File: config.mk
export PLATFORM = sky130hd
export DESIGN_NAME = bvh_prim_dispatcher_flat
export DESIGN_NICKNAME = d
export VERILOG_FILES = /design/src/rtl/bvh_prim_dispatcher_if.sv /design/src/rtl/bvh_prim_dispatcher.sv /design/src/flat_wrapper.sv
export SDC_FILE = /design/constraint.sdc
export NUM_CORES = 1
export LEC_CHECK = 0
export BUFFER_PORTS_ARGS = -buffer_cell sky130_fd_sc_hd__buf_2
export CAP_MARGIN = 20
export CORE_AREA = 3 3 103 115
export CTS_CLUSTER_SIZE = 40
export DETAILED_ROUTE_END_ITERATION = 10
export DIE_AREA = 0 0 106 118
export PLACE_DENSITY = 0.73
export RECOVER_POWER = 100
export SETUP_SLACK_MARGIN = 0.4
export SLEW_MARGIN = 20
export SYNTH_ARGS = -nofsm -noshare
export SYNTH_HDL_FRONTEND = slang
export SYNTH_SLANG_ARGS = --single-unit
File: constraint.sdc
create_clock -name clk -period 3.66 [get_ports clk]
set_input_delay 0.366 -clock clk [delete_from_list [all_inputs] [get_ports clk]]
set_output_delay 0.366 -clock clk [all_outputs]
set_load 0.01 [all_outputs]
File: src/rtl/bvh_prim_dispatcher_if.sv
// Primitive dispatch stream between the dispatcher and the intersection unit.
// Handshake: the master raises prim_valid with prim_index/prim_last and holds
// all three stable until a cycle where prim_ready is also high; that cycle is
// the transfer (prim_valid & prim_ready). prim_ready may toggle freely and has
// no effect while prim_valid is low.
interface bvh_prim_dispatcher_if #(
  parameter int IDX_W = 16
);
  logic             prim_valid;
  logic [IDX_W-1:0] prim_index;
  logic             prim_last;
  logic             prim_ready;

  modport master (
    output prim_valid,
    output prim_index,
    output prim_last,
    input  prim_ready
  );

  modport slave (
    input  prim_valid,
    input  prim_index,
    input  prim_last,
    output prim_ready
  );
endinterface

File: src/rtl/bvh_prim_dispatcher.sv
// BVH leaf primitive dispatcher: queues up to two leaf ranges per cycle from
// the traversal unit and expands each range into one primitive index per
// accepted transfer on the dispatch stream.
module bvh_prim_dispatcher #(
  parameter int IDX_W = 16,
  parameter int CNT_W = 4,
  parameter int DEPTH = 4
) (
  input  logic                  clk,
  input  logic                  resetn,
  input  logic                  restart_strobe,
  input  logic [IDX_W-1:0]      start_prim [2],
  input  logic [CNT_W-1:0]      num_prim   [2],
  input  logic                  bvh_finished,
  output logic                  stall,
  bvh_prim_dispatcher_if.master prim_if,
  output logic                  overflow,
  output logic                  done,
  output logic                  o_dbg_state
);

  localparam int PTR_W = (DEPTH > 1) ? $clog2(DEPTH) : 1;
  localparam int CW    = PTR_W + 1;

  typedef enum logic {
    S_IDLE = 1'b0,
    S_EMIT = 1'b1
  } state_t;

  state_t           r_state;
  state_t           w_next_state;

  logic [IDX_W-1:0] r_fifo_start [DEPTH];
  logic [CNT_W-1:0] r_fifo_num   [DEPTH];
  logic [PTR_W-1:0] r_wr_ptr;
  logic [PTR_W-1:0] r_rd_ptr;
  logic [CW-1:0]    r_count;

  logic [IDX_W-1:0] r_cur;
  logic [CNT_W-1:0] r_rem;
  logic             r_last;
  logic             r_overflow;
  logic             r_done;

  logic             w_v0;
  logic             w_v1;
  logic [CW-1:0]    w_free;
  logic             w_push0;
  logic             w_push1;
  logic             w_drop;
  logic [PTR_W-1:0] w_wr_idx1;
  logic             w_pop;
  logic             w_advance;
  logic [IDX_W-1:0] w_head_start;
  logic [CNT_W-1:0] w_head_num;

  assign w_v0         = (num_prim[0] != '0);
  assign w_v1         = (num_prim[1] != '0);
  assign w_free       = CW'(DEPTH) - r_count;
  assign w_wr_idx1    = r_wr_ptr + PTR_W'(w_push0);
  assign w_head_start = r_fifo_start[r_rd_ptr];
  assign w_head_num   = r_fifo_num[r_rd_ptr];

  // Admission: lane 0 has priority for the free slots; anything that does
  // not fit is dropped and flagged. Free space ignores a same-cycle pop so
  // the decision never depends on the consumer handshake.
  always_comb begin
    w_push0 = 1'b0;
    w_push1 = 1'b0;
    w_drop  = 1'b0;
    if (!restart_strobe) begin
      if (w_v0 && w_v1) begin
        if (w_free >= CW'(2)) begin
          w_push0 = 1'b1;
          w_push1 = 1'b1;
        end else if (w_free == CW'(1)) begin
          w_push0 = 1'b1;
          w_drop  = 1'b1;
        end else begin
          w_drop  = 1'b1;
        end
      end else if (w_v0) begin
        if (w_free != '0) w_push0 = 1'b1;
        else              w_drop  = 1'b1;
      end else if (w_v1) begin
        if (w_free != '0) w_push1 = 1'b1;
        else              w_drop  = 1'b1;
      end
    end
  end

  // FSM next state and range pop/advance controls; restart overrides all.
  always_comb begin
    w_next_state = r_state;
    w_pop        = 1'b0;
    w_advance    = 1'b0;
    case (r_state)
      S_IDLE: begin
        if (r_count != '0) begin
          w_pop        = 1'b1;
          w_next_state = S_EMIT;
        end
      end
      S_EMIT: begin
        if (prim_if.prim_ready) begin
          if (r_last) begin
            // Chain straight into the next queued range with no bubble.
            if (r_count != '0) w_pop        = 1'b1;
            else               w_next_state = S_IDLE;
          end else begin
            w_advance = 1'b1;
          end
        end
      end
      default: w_next_state = S_IDLE;
    endcase
    if (restart_strobe) begin
      w_next_state = S_IDLE;
      w_pop        = 1'b0;
      w_advance    = 1'b0;
    end
  end

  // FSM state register.
  always_ff @(posedge clk or negedge resetn) begin
    if (!resetn) r_state <= S_IDLE;
    else         r_state <= w_next_state;
  end

  // Range FIFO pointers and occupancy: count + pushes - pop.
  always_ff @(posedge clk or negedge resetn) begin
    if (!resetn) begin
      r_wr_ptr <= '0;
      r_rd_ptr <= '0;
      r_count  <= '0;
    end else if (restart_strobe) begin
      r_wr_ptr <= '0;
      r_rd_ptr <= '0;
      r_count  <= '0;
    end else begin
      r_wr_ptr <= r_wr_ptr + PTR_W'(w_push0) + PTR_W'(w_push1);
      r_rd_ptr <= r_rd_ptr + PTR_W'(w_pop);
      r_count  <= r_count + CW'(w_push0) + CW'(w_push1) - CW'(w_pop);
    end
  end

  // Range FIFO storage; lane 1 lands behind lane 0 when both are admitted.
  always_ff @(posedge clk) begin
    if (w_push0) begin
      r_fifo_start[r_wr_ptr] <= start_prim[0];
      r_fifo_num[r_wr_ptr]   <= num_prim[0];
    end
    if (w_push1) begin
      r_fifo_start[w_wr_idx1] <= start_prim[1];
      r_fifo_num[w_wr_idx1]   <= num_prim[1];
    end
  end

  // Current range walker: load on pop, step on a non-final transfer.
  always_ff @(posedge clk or negedge resetn) begin
    if (!resetn) begin
      r_cur  <= '0;
      r_rem  <= '0;
      r_last <= 1'b0;
    end else if (w_pop) begin
      r_cur  <= w_head_start;
      r_rem  <= w_head_num;
      r_last <= (w_head_num == CNT_W'(1));
    end else if (w_advance) begin
      r_cur  <= r_cur + IDX_W'(1);
      r_rem  <= r_rem - CNT_W'(1);
      r_last <= (r_rem == CNT_W'(2));
    end else if (w_next_state == S_IDLE) begin
      r_last <= 1'b0;
    end
  end

  // Sticky overflow flag and registered completion flag.
  always_ff @(posedge clk or negedge resetn) begin
    if (!resetn) begin
      r_overflow <= 1'b0;
      r_done     <= 1'b1;
    end else if (restart_strobe) begin
      r_overflow <= 1'b0;
      r_done     <= bvh_finished;
    end else begin
      r_overflow <= r_overflow | w_drop;
      r_done     <= bvh_finished && (r_count == '0) && (r_state == S_IDLE) &&
                    !w_push0 && !w_push1;
    end
  end

  assign prim_if.prim_valid = (r_state == S_EMIT);
  assign prim_if.prim_index = r_cur;
  assign prim_if.prim_last  = r_last;
  assign stall              = (r_count > CW'(DEPTH - 2));
  assign overflow           = r_overflow;
  assign done               = r_done;
  assign o_dbg_state        = r_state;

endmodule

File: src/flat_wrapper.sv
// flat-port wrapper written by rule: the top's interface ports become plain ports
module bvh_prim_dispatcher_flat 
#(
  parameter int IDX_W = 16,
  parameter int CNT_W = 4,
  parameter int DEPTH = 4
)
  (clk, resetn, restart_strobe, start_prim, num_prim, bvh_finished, stall, overflow, done, o_dbg_state, prim_if_prim_valid, prim_if_prim_index, prim_if_prim_last, prim_if_prim_ready);
  bvh_prim_dispatcher_if #(.IDX_W(IDX_W)) prim_if_i ();
  input  logic clk;
  input  logic resetn;
  input  logic restart_strobe;
  input  logic [IDX_W-1:0] start_prim[2];
  input  logic [CNT_W-1:0] num_prim[2];
  input  logic bvh_finished;
  output logic stall;
  output logic overflow;
  output logic done;
  output logic o_dbg_state;
  output wire logic [$bits(prim_if_i.prim_valid)-1:0] prim_if_prim_valid;
  output wire logic [$bits(prim_if_i.prim_index)-1:0] prim_if_prim_index;
  output wire logic [$bits(prim_if_i.prim_last)-1:0] prim_if_prim_last;
  input wire logic [$bits(prim_if_i.prim_ready)-1:0] prim_if_prim_ready;
  assign prim_if_prim_valid = prim_if_i.prim_valid;
  assign prim_if_prim_index = prim_if_i.prim_index;
  assign prim_if_prim_last = prim_if_i.prim_last;
  assign prim_if_i.prim_ready = prim_if_prim_ready;
  bvh_prim_dispatcher #(.IDX_W(IDX_W), .CNT_W(CNT_W), .DEPTH(DEPTH)) u_core (.clk(clk), .resetn(resetn), .restart_strobe(restart_strobe), .start_prim(start_prim), .num_prim(num_prim), .bvh_finished(bvh_finished), .stall(stall), .prim_if(prim_if_i), .overflow(overflow), .done(done), .o_dbg_state(o_dbg_state));
endmodule
==> results of run 1 <==
[worst max-delay path by stage]
stage	start	to	cells after the start	slack [ns]
floorplan	u_core.r_count[1]	u_core.r_fifo_num[0][0]	7	-0.05
global placement	u_core.r_count[1]	u_core.r_fifo_start[1][11]	13	0.26
detailed placement	u_core.r_count[1]	u_core.r_fifo_num[2][0]	12	0.14
CTS	u_core.r_count[0]	u_core.r_fifo_start[0][4]	14	0.38
global route	u_core.r_count[0]	u_core.r_fifo_num[0][2]	14	0.20
finish	u_core.r_count[0]	u_core.r_fifo_num[0][2]	14	0.29
[logic make-up after synthesis]
group                    Yosys count
flip-flops                       111
multiplexers                     101
AND/OR/NAND/NOR                   88
AO/OA/AOI/OAI                     34
buffers and inverters             33
XOR/XNOR                          17
adder cells (fa/ha/maj)           15
[routing by layer]
metal  up-vias  part of all wire  wire length (microns)  GRT usage
met2       108              0.50                   6660      0.340
met1      1850              0.43                   5690      0.269
met5         -                 0                      0          0
li1       1684                 -                      -          -
met3        22             0.050                    658     0.0494
met4         0             0.022                    287     0.0883
[cell type report]
cell class                      instances  area share
Multi-Input combinational cell        255       0.366
Timing Repair Buffer                   94      0.0919
Sequential cell                       111       0.466
Clock buffer                           11      0.0341
Clock inverter                          5     0.00752
Inverter                               13     0.00752
Tap cell                              147      0.0270
[through the flow]
stage	cells	hold WS (ns)	cell area [sq um]	setup TNS (ns)
after floorplan	399	0.0704	5730	-2.19
after global placement	605	0.454	6290	0
after detailed placement	605	0.468	6290	0
after CTS	627	0.0883	6670	0
after global routing	636	0.294	6820	0
final	636	0.279	6820	0
[timing repair]
| action | 4_1_cts | 5_1_grt |
|---|---|---|
| cloned | 1 | 4 |
| endpoints found under the setup margin | 161 | 162 |
| setup buffers | 5 | 5 |
| pin swaps | 1 | 6 |
| resized for setup | 11 | 23 |
[Yosys cell counts (2+ instances only)]
cell	n	area, sq um
a21oi_1	5	25.0
and3_1	3	18.8
buf_2	10	50.1
clkbuf_1	8	30.0
dfrtp_1	30	751
edfxtp_1	80	2400
fa_1	2	40.0
ha_1	13	163
inv_1	13	48.8
mux2_1	20	225
mux2_2	60	676
mux4_2	20	450
nand2_1	29	109
nand3_1	6	30.0
nand3b_1	2	15.0
nand4_1	4	25.0
nor2_1	16	60.1
nor2b_1	4	25.0
nor3_1	8	40.0
nor4_1	2	12.5
o21ai_0	16	80.1
o22ai_1	3	18.8
o31ai_1	3	22.5
or2_2	2	12.5
or4_1	3	22.5
xnor2_1	8	70.1
xor2_1	9	78.8
[cells in the final DEF (no fill, tap or decap), drive strengths merged, types with 5 or more instances in the layout]
master and count:
nor3 9, buf 66, nor2 16, mux4 20, dfrtp 30, nand3 6, inv 13, o21ai 16
mux2 80, a21oi 5, xnor2 8, xor2 9, edfxtp 80, clkbuf 39, nand2 29, ha 13
[registers in the layout (all words and copies together), names as in the netlist, 2 cells and up]
register,flops
u_core.prim_if.prim_index,16
u_core.r_fifo_start,64
u_core.r_rem,4
u_core.r_count,3
u_core.r_rd_ptr,2
u_core.r_fifo_num,16
u_core.r_wr_ptr,2
[power groups by stage]
stage	Sequential [uW]	Combinational (uW)	Clock, uW
after floorplan	2200	1350	0
after global placement	2220	1990	0
after detailed placement	2250	2030	0
after CTS	2220	2180	982
after global routing	2290	2620	1030
final	2240	2440	966
[worst min-delay path, stage by stage]
cell	delay, ns
buf_2	0.09
o21ai_0	0.10
nor3_1	0.07
==> out/qor.yml, run 1 <==
global_routing:
  grt_pass1_wl_microns: 20000
  grt_max_degree: 32
  grt_usage: 0.209
  overflow: 0
  antenna_found_initial: 0
  grt_pass1_vias: 3779
sta:
  rsz0062_at_grt: "no"
  worst_pin_slew_ns: 1.73
  fmax_mhz: 297
  period_share: 0.919
  max_slew_margin: -0.153
  finalCriticalPeriod_ns: 3.37
  layout_setup_ws_ns: 0.295
  finalHoldViolCount: 0
  clock-skew-final_ns: 0.00490
  setup_violations: 0
  drv_slew: 32
route:
  viasPerCell: 5.76
  finalWirelength_microns: 13300
  vias: 3664
  drt_iter0_markers: 210
  antenna_left: 0
  first_pass_iters: 5
  wire_per_inst_microns: 20.9
  drc_errors: 0
clock_network:
  path_clk_slew_ns: 0.07
  cts_made_buffers: 9
  cts_tree: "yes"
  root_buffer: "clkbuf_16"
  h-tree-depth: 3
  cts_max_path_buffers: 2
  insertion_delay_ns: 0.35
  clock-sinks: 111
  hold_buffers: 0
worst_setup_path:
  cpMaxStageDelayCell: "or4_4"
  path_class: "flip-flop to flip-flop"
  r2r_setup_slack_ns: 0.29
  critPathTopFamily: "simple AND/OR/NAND/NOR gates"
  path_buf_inv: 4
  slowest_delay_ns: 0.53
  cp_data_arrival_time_ns: 3.46
  r2r_end: "u_core.r_fifo_num[0][2]"
  reg2reg_from: "u_core.r_count[0]"
  crit_fanout: 10
  crit_required_ns: 3.76
  reg2regPathDepth: 14
  end_kind: "flip-flop"
  worst_path_most_repeated_cell: "ha_1"
  cp-start-kind: "flip-flop"
  worstPathCellList: "inv_1 -> ha_1 -> ha_1 -> or3b_4 -> nor3_2 -> or4_4 -> inv_4 -> ha_4 -> xor2_4 -> nor2_2 -> nand2_2 -> buf_4 -> buf_12 -> mux2_2"
synthesis:
  syn_avg_cell_area_sq_um: 14.3
  synth_xor_area_frac: 0.0261
  synth_edf_count: 80
  synth_cells: 399
  synth_simple_gate_area_share: 0.0829
  async_flop_share: 0.279
  synth_top_family_by_area: "multiplexers"
  synth_compound_area_frac: 0.0355
  synthFlopType: "edfxtp_1"
  synth_cell_types: 47
  syn_nets: 459
  ys_warn_count: 0
  synthMuxAreaShare: 0.238
  synth_fa_ha_area_frac: 0.0355
  synth-seq-area-share: 0.557
  syn_area_sq_mm: 0.00571
  synth-seq-cells: 111
power:
  sequentialPowerShare: 0.397
  vdd.ir_drop.worst_mv: 0.400
  power_density_mw_per_mm2: 827
  power_frac_comb: 0.432
  switching_share: 0.351
  power_switching_uw: 1980
  finalPower_uw: 5640
  clkPwrFrac: 0.171
  p_leak_uw: 0.00249
  p_int_uw: 3660
cells_and_area:
  diodes: 0
  fill_cells: 825
  layout.nets: 544
  postLayoutCoreUtil: 0.631
  ff_latch_area_sq_mm: 0.00318
  drive_above_1_share: 0.376
  area_growth_syn_to_layout_pct: 19.4
  multi_input_comb_area_sq_mm: 0.00249
worst_hold_path:
  hold_path_depth: 3
  worstHoldPathType: "input port to flip-flop"
  worstHoldStart: "bvh_finished"
  hold_end: "u_core.done"
floorplan:
  row_count: 40
  die_h_microns: 118
  die_w_microns: 106
  start_util: 0.528
  coreArea_sq_mm: 0.0108
  dieArea_sq_mm: 0.0125
  ioPinCount: 67
placed_design:
  gp_congestion: 0.831
  hpwl_microns: 8050
  io_buffer_count: 66
  pre_cts_ws_ns: 0.135
job:
  drv_cap: 1
status:
  violations: "capacitance limit, slew limit"
  outcome: "complete, but fails checks"
(Power assumes the default switching activity.)
==> run 2, diff against run 1 <==
--- a/config.mk
+++ b/config.mk
@@ -5,13 +5,15 @@
 export SDC_FILE = /design/constraint.sdc
 export NUM_CORES = 1
 export LEC_CHECK = 0
+export ABC_AREA = 1
 export BUFFER_PORTS_ARGS = -buffer_cell sky130_fd_sc_hd__buf_2
 export CAP_MARGIN = 20
-export CORE_AREA = 3 3 103 115
+export CORE_AREA = 3 3 108 120
 export CTS_CLUSTER_SIZE = 40
 export DETAILED_ROUTE_END_ITERATION = 10
-export DIE_AREA = 0 0 106 118
-export PLACE_DENSITY = 0.73
+export DIE_AREA = 0 0 111 123
+export MAX_ROUTING_LAYER = met4
+export PLACE_DENSITY = 0.75
 export RECOVER_POWER = 100
 export SETUP_SLACK_MARGIN = 0.4
 export SLEW_MARGIN = 20
==> run 2 against run 1 <==
  * The run still ends with capacitance limit, slew limit left
  * Register-to-register slack improved by 0.18 ns
  * Global-route usage up 1.1 points
  * Utilization shrank 5.3 points
  * Sequential cell count did not move
  * Fmax increased by 5.7%
  * Clock-buffer cell count unchanged
  * Synthesized cell count rose by 85%
  * Sequential share of layout area down 0.46 points
  * Clock power decreased by 1%
  * Combinational power fell by 9.4%
  * Die area grew 9.2%
==> out/qor.yml, run 2 <==
clock_network:
  cts_made_buffers: 9  # unchanged
  cts_tree: "yes"
  h-tree-depth: 3  # unchanged
  root_buffer: "clkbuf_16"
  insertion_delay_ns: 0.35  # about the same
  path_clk_slew_ns: 0.07  # about the same
  cts_max_path_buffers: 2  # unchanged
  clock-sinks: 111  # unchanged
worst_setup_path:
  worstPathCellList: "inv_1 -> ha_1 -> ha_1 -> nand2_1 -> nor2_1 -> nand3_1 -> nand2_2 -> inv_1 -> ha_1 -> xnor2_1 -> nor2_1 -> nand3_4 -> clkbuf_4 -> o21ai_0"
  cp_data_arrival_time_ns: 3.25  # -0.21 ns
  critPathTopFamily: "adder cells"
  cp-start-kind: "flip-flop"
  slowest_delay_ns: 0.42  # -0.11 ns
  crit_fanout: 40  # +30
  path_buf_inv: 3  # -1
  worst_path_most_repeated_cell: "ha_1"
  end_kind: "flip-flop"
  path_class: "flip-flop to flip-flop"
  cpMaxStageDelayCell: "dfrtp_1"
  crit_required_ns: 3.73  # -0.03 ns
floorplan:
  ioPinCount: 67  # unchanged
  dieArea_sq_mm: 0.0137  # +9.2%
  row_count: 42  # +5.0%
  coreArea_sq_mm: 0.0119  # +10%
  start_util: 0.534  # +0.00555
  die_w_microns: 111  # +4.7%
  die_h_microns: 123  # +4.2%
sta:
  rsz0062_at_grt: "no"
  drv_slew: 32  # unchanged
  clock-skew-final_ns: 0.00627  # +0.00137 ns
  worst_pin_slew_ns: 1.74  # +0.00592 ns
  period_share: 0.870  # -0.0496
  layout_setup_ws_ns: 0.477  # +0.182 ns
  finalHoldViolCount: 0  # unchanged
  finalCriticalPeriod_ns: 3.18  # -0.182 ns
  finalSetupTns_ns: 0  # unchanged
  holdWs_ns: 0.236  # -0.0429 ns
  fmax_mhz: 314  # +5.7%
  max_slew_margin: -0.157  # -0.00395
  setup_violations: 0  # unchanged
synthesis:
  synth_common_cells: "nand2_1 (224), edfxtp_1 (80), o21ai_1 (75)"
  synth-seq-cells: 111  # unchanged
  syn_nets: 797  # +74%
  ys_warn_count: 0  # unchanged
  syn_avg_cell_area_sq_um: 8.64  # -40%
  yosys-top-cells-area: "edfxtp_1 (38%), nand2_1 (13%), dfrtp_1 (12%)"
  synthMostInstantiatedCell: "nand2_1"
  async_flop_share: 0.279  # unchanged
  synth_top_area_share: 0.377  # -0.0434
  syn_area_sq_mm: 0.00636  # +12%
  synth_largest_area_cell: "edfxtp_1"
  synth_cells: 737  # +85%
  synthFlopType: "edfxtp_1"
  synth-seq-area-share: 0.500  # -0.0575
  synth_edf_count: 80  # unchanged
  synth_cell_types: 34  # -28%
status:
  outcome: "complete, but fails checks"
  violations: "capacitance limit, slew limit"
global_routing:
  overflow: 0  # unchanged
  grt_max_degree: 44  # +38%
  grt_pass1_vias: 4756  # +26%
  grt_pass1_wl_microns: 23600  # +18%
  antenna_found_initial: 0  # unchanged
  grt_usage: 0.220  # +0.0113
route:
  finalWirelength_microns: 14700  # +11%
  viasPerCell: 5.37  # -6.8%
  wire_per_inst_microns: 15.5  # -26%
  antenna_left: 0  # unchanged
  first_pass_iters: 5  # unchanged
  vias: 5108  # +39%
  drt_iter0_markers: 500  # +140%
  drc_errors: 0  # unchanged
cells_and_area:
  drive_above_1_share: 0.119  # -0.257
  fill_cells: 1063  # +29%
  largest_register_ffs: 64  # unchanged
  final_common_cell: "nand2_1"
  diodes: 0  # unchanged
  layout.nets: 852  # +57%
  layout_common_cells: "nand2_1 (225), o21ai_0 (89), edfxtp_1 (80)"
  largest-register: "u_core.r_fifo_start"
  area_growth_syn_to_layout_pct: 8.18
power:
  power_density_mw_per_mm2: 775  # -6.3%
  vdd.ir_drop.worst_mv: 0.331  # -17%
  p_leak_uw: 0.00312  # +25%
placed_design:
  gp_congestion: 0.898  # +8.0%
  hpwl_microns: 9660  # +20%
  pre_cts_ws_ns: 0.371  # +0.236 ns
  io_buffer_count: 66  # unchanged
job:
  drv_cap: 1  # unchanged
worst_hold_path:
  worstHoldPathType: "input port to flip-flop"
-- run 2: changes by cell type in the layout (fill, tap and decap cells not counted), moves of 8 or more --
| cell | before | now |
|---|---|---|
| nand3_1 | 4 | 47 |
| a21oi_1 | 5 | 16 |
| mux4_2 | 20 | 0 |
| inv_1 | 10 | 59 |
| o21ai_0 | 14 | 89 |
| nor2_1 | 15 | 65 |
| mux2_1 | 20 | 0 |
| buf_4 | 11 | 3 |
| o21ai_1 | 0 | 21 |
| mux2_2 | 60 | 0 |
| nand2_1 | 28 | 225 |
-- run 2: repair_timing --
action | CTS | global route
hold buffers | 0 | 0
gates resized for setup | 1 | 14
buffers inserted | 0 | 0
pin swaps | 0 | 2
gates cloned | 0 | 2
setup endpoints to repair | 20 | 109
-- run 2: worst reg2reg max path: stages (launching register included) --
cell	delay (ns)
dfrtp_1	0.42
inv_1	0.11
ha_1	0.19
ha_1	0.29
nand2_1	0.07
nor2_1	0.10
nand3_1	0.09
nand2_2	0.14
inv_1	0.06
ha_1	0.19
xnor2_1	0.41
nor2_1	0.14
nand3_4	0.11
clkbuf_4	0.42
o21ai_0	0.18
-- run 2: layer usage --
metal	global-route usage	routed length [microns]
met5	-	0
met2	0.362	7270
met3	0.0313	741
met4	0.0724	342
met1	0.286	6390
-- run 2: metrics by stage --
step                      power (uW)  area [sq um]  utilization  cells
final                           5340          6890        0.577    951
after global routing            5750          6890        0.577    951
after CTS                       5420          6970        0.585    949
after detailed placement        4470          6690        0.560    933
after global placement          4380          6690        0.560    933
after floorplan                 3920          6360            -    737
-- run 2: where the power goes --
part | leakage [uW] | internal (uW) | switching [uW]
logic | 0.00187 | 688 | 1520
clock network | 0.000138 | 502 | 452
registers | 0.00111 | 1950 | 222
total | 0.00312 | 3140 | 2190
-- run 2: worst paths after layout --
path	cells after the start	slack [ns]	endpoint	from
setup / recovery	14	0.48	u_core.r_fifo_start[2][15]	u_core.r_count[1]
hold / removal	3	0.24	u_core.done	bvh_finished
setup reg to reg	14	0.48	u_core.r_fifo_start[2][15]	u_core.r_count[1]
hold reg to reg	2	0.53	u_core.overflow	u_core.overflow
max in group asynchronous	1	2.19	u_core.prim_if.prim_index[9]	resetn
min in group asynchronous	1	0.47	u_core.r_count[2]	resetn
-- run 2: cell families (layout without fill, tap and decap cells) --
group | count (synthesis) | count (layout) | synth area share
xor+xnor | 7 | 7 | 0.0108
compound gates | 141 | 141 | 0.128
fa+ha+maj | 15 | 15 | 0.0318
flops | 111 | 111 | 0.500
buf+inv | 102 | 161 | 0.0851
simple gates | 361 | 362 | 0.245
-- run 2: area by class of cell --
cell class | instances | area, sq um | share of cell area
clock buffers | 11 | 254 | 0.0369
multi-input cells | 525 | 2550 | 0.371
well taps | 154 | 193 | 0.0280
clock inverters | 5 | 30.0 | 0.00436
repair buffers | 78 | 419 | 0.0609
flip-flops and latches | 111 | 3180 | 0.462
inverters | 67 | 256 | 0.0373
==> run 3, diff against run 2 <==
--- a/config.mk
+++ b/config.mk
@@ -6,12 +6,12 @@
 export NUM_CORES = 1
 export LEC_CHECK = 0
 export ABC_AREA = 1
-export BUFFER_PORTS_ARGS = -buffer_cell sky130_fd_sc_hd__buf_2
 export CAP_MARGIN = 20
-export CORE_AREA = 3 3 108 120
+export CORE_AREA = 3 3 104 116
 export CTS_CLUSTER_SIZE = 40
 export DETAILED_ROUTE_END_ITERATION = 10
-export DIE_AREA = 0 0 111 123
+export DIE_AREA = 0 0 107 119
+export DONT_BUFFER_PORTS = 1
 export MAX_ROUTING_LAYER = met4
 export PLACE_DENSITY = 0.75
 export RECOVER_POWER = 100
==> run 3 against run 2 <==
  * The flow still finishes with violations (capacitance limit, slew limit)
  * Routed wire length decreased by 0.90%
  * Largest cell class unchanged
  * Power decreased by 2.7%
  * Via count decreased by 3.3%
  * Global-route usage increased by 2.4 points
  * Utilization increased by 1.9 points
==> out/qor.yml, run 3 (synthesis gave the netlist of run 2 again) <==
worst_setup_path:
  cp_data_arrival_time_ns: 3.24  # about the same
  crit_required_ns: 3.72  # about the same
  cpMaxStageDelayCell: "dfrtp_1"
  r2r_setup_slack_ns: 0.48  # about the same
  slowest_delay_ns: 0.43  # about the same
  cp-start-kind: "flip-flop"
  critPathTopFamily: "simple AND/OR/NAND/NOR gates"
  path_buf_inv: 4  # +1
  worstPathCellList: "inv_1 -> ha_1 -> ha_1 -> nand2_1 -> nor2_1 -> nand3_1 -> nand2_1 -> inv_1 -> ha_1 -> xnor2_1 -> inv_1 -> nor2_1 -> nand3_4 -> nand2_1 -> buf_4"
  path_class: "flip-flop to flip-flop"
  reg2reg_from: "u_core.r_count[1]"
  end_kind: "flip-flop"
  reg2regPathDepth: 15  # +1
  r2r_end: "u_core.r_fifo_start[0][4]"
  crit_fanout: 8  # -80%
floorplan:
  die_w_microns: 107  # -3.6%
  dieArea_sq_mm: 0.0127  # -6.7%
  start_util: 0.581  # +0.0471
  die_h_microns: 119  # -3.3%
  row_count: 40  # -4.8%
  ioPinCount: 67  # unchanged
  coreArea_sq_mm: 0.0110  # -8.1%
route:
  drt_iter0_markers: 565  # +13%
  wire_per_inst_microns: 16.6  # +7.1%
  antenna_left: 0  # unchanged
  viasPerCell: 5.61  # +4.5%
  drc_errors: 0  # unchanged
  first_pass_iters: 7  # +2
  finalWirelength_microns: 14600  # -0.90%
  vias: 4939  # -3.3%
cells_and_area:
  stdcell_area_sq_mm: 0.00653  # -5.1%
  layout.nets: 788  # -7.5%
  largest-register: "u_core.r_fifo_start"
  final_common_cell: "nand2_1"
  drive_above_1_share: 0.0655  # -0.0537
  area_growth_syn_to_layout_pct: 2.63
  diodes: 0  # unchanged
  largest_register_ffs: 64  # unchanged
  layout_common_cells: "nand2_1 (226), o21ai_0 (97), edfxtp_1 (80)"
power:
  power_density_mw_per_mm2: 795  # +2.6%
  p_int_uw: 3060  # -2.5%
  power_frac_comb: 0.387  # -0.027
  switching_share: 0.410  # -0.00112
  p_leak_uw: 0.00291  # -6.6%
  finalPower_uw: 5190  # -2.7%
  vdd.ir_drop.worst_mv: 0.328  # -0.90%
  clkPwrFrac: 0.183  # +0.004
  power_switching_uw: 2130  # -3.0%
  sequentialPowerShare: 0.430  # +0.023
sta:
  worst_pin_slew_ns: 1.73  # -0.00957 ns
  finalCriticalPeriod_ns: 3.18  # -0.00681 ns
  fmax_mhz: 315  # +0.21%
  drv_slew: 32  # unchanged
  finalSetupTns_ns: 0  # unchanged
  setup_violations: 0  # unchanged
  clock-skew-final_ns: 0.00779  # +0.00153 ns
  max_slew_margin: -0.151  # +0.00638
  finalHoldViolCount: 0  # unchanged
  rsz0062_at_grt: "no"
  layout_setup_ws_ns: 0.483  # +0.00681 ns
  period_share: 0.868  # -0.00186
clock_network:
  cts_max_path_buffers: 2  # unchanged
  h-tree-depth: 3  # unchanged
  insertion_delay_ns: 0.35  # about the same
  root_buffer: "clkbuf_16"
  cts_tree: "yes"
  clock-sinks: 111  # unchanged
  path_clk_slew_ns: 0.07  # about the same
  cts_made_buffers: 9  # unchanged
status:
  outcome: "complete, but fails checks"
  violations: "capacitance limit, slew limit"
global_routing:
  grt_pass1_vias: 4854  # +2.1%
  grt_pass1_wl_microns: 24000  # +1.5%
  antenna_found_initial: 0  # unchanged
  grt_usage: 0.244  # +0.0236
  grt_max_degree: 44  # unchanged
  overflow: 0  # unchanged
placed_design:
  gp_congestion: 0.906  # +0.95%
  hpwl_microns: 9870  # +2.2%
  pre_cts_ws_ns: 0.641  # +0.270 ns
  io_buffer_count: 0  # -100%
  placed_cell_area_sq_mm: 0.00636  # -4.8%
worst_hold_path:
  worstHoldPathType: "input port to flip-flop"
  hold_path_depth: 1  # -2
  worstHoldStart: "restart_strobe"
  hold_end: "u_core.r_rd_ptr[0]"
job:
  drv_cap: 1  # unchanged
==> run 3: changes by cell type in the layout (fill, tap and decap cells not counted), moves of 2 or more <==
cell      previous run  this run
o21ai_1             21        14
nor2_1              65        67
buf_6                6         0
buf_2               43         0
o21ai_0             89        97
clkbuf_8             0         2
buf_4                3        10
clkbuf_1            24         2
==> run 3: worst max-delay path by stage <==
stage,cells after the start,end,startpoint
floorplan,14,u_core.r_fifo_num[3][0],u_core.r_count[1]
global placement,15,u_core.r_fifo_start[0][2],u_core.r_count[1]
finish,15,u_core.r_fifo_start[0][4],u_core.r_count[1]
CTS,15,u_core.r_fifo_start[0][5],u_core.r_count[1]
detailed placement,15,u_core.r_fifo_start[0][2],u_core.r_count[1]
global route,15,u_core.r_fifo_start[0][5],u_core.r_count[1]
==> run 3: power by group through the flow <==
| stage | logic [uW] | registers, uW | clock network [uW] |
|---|---|---|---|
| finish | 2010 | 2230 | 952 |
| floorplan | 1730 | 2190 | 0 |
| global route | 2300 | 2290 | 1010 |
| CTS | 2150 | 2240 | 963 |
| detailed placement | 2130 | 2270 | 0 |
| global placement | 2050 | 2250 | 0 |
==> run 3: cell type report <==
type                       count  area (sq um)
sequential                   111          3180
multi-input combinational    524          2520
fill                         955          4430
timing repair buffer          15           103
inverter                      67           256
tap                          147           184
clock inverter                 5          32.5
clock buffer                  11           253
==> run 3: stage by stage <==
step	hold slack [ns]	utilization	std cells
3_3_place_gp	0.0715	0.580	862
3_5_place_dp	0.0716	0.580	862
4_1_cts	0.0621	0.609	880
5_1_grt	0.0617	0.596	880
2_1_floorplan	0.0704	-	737
6_report	0.0688	0.596	880
==> run 3: worst register-to-register path, cell delays in order, from the launching register on <==
cell	delay, ns
dfrtp_1	0.43
inv_1	0.11
ha_1	0.19
ha_1	0.29
nand2_1	0.08
nor2_1	0.09
nand3_1	0.07
nand2_1	0.08
inv_1	0.05
ha_1	0.18
xnor2_1	0.35
inv_1	0.12
nor2_1	0.21
nand3_4	0.10
nand2_1	0.29
buf_4	0.24
==> run 3: layer usage <==
layer  vias to the layer above  share of wire  track usage
met5                         -              0            -
met4                         0          0.029       0.0911
met3                        34          0.060       0.0444
met2                       176           0.49        0.394
met1                      2312           0.42        0.308
li1                       2417              -            -
==> run 3: repair_timing <==
item,4_1_cts,5_1_grt
buffers inserted,0,0
endpoints found under the hold margin,31,0
hold buffers,2,0
gates resized for setup,0,0
endpoints found under the setup margin,0,0
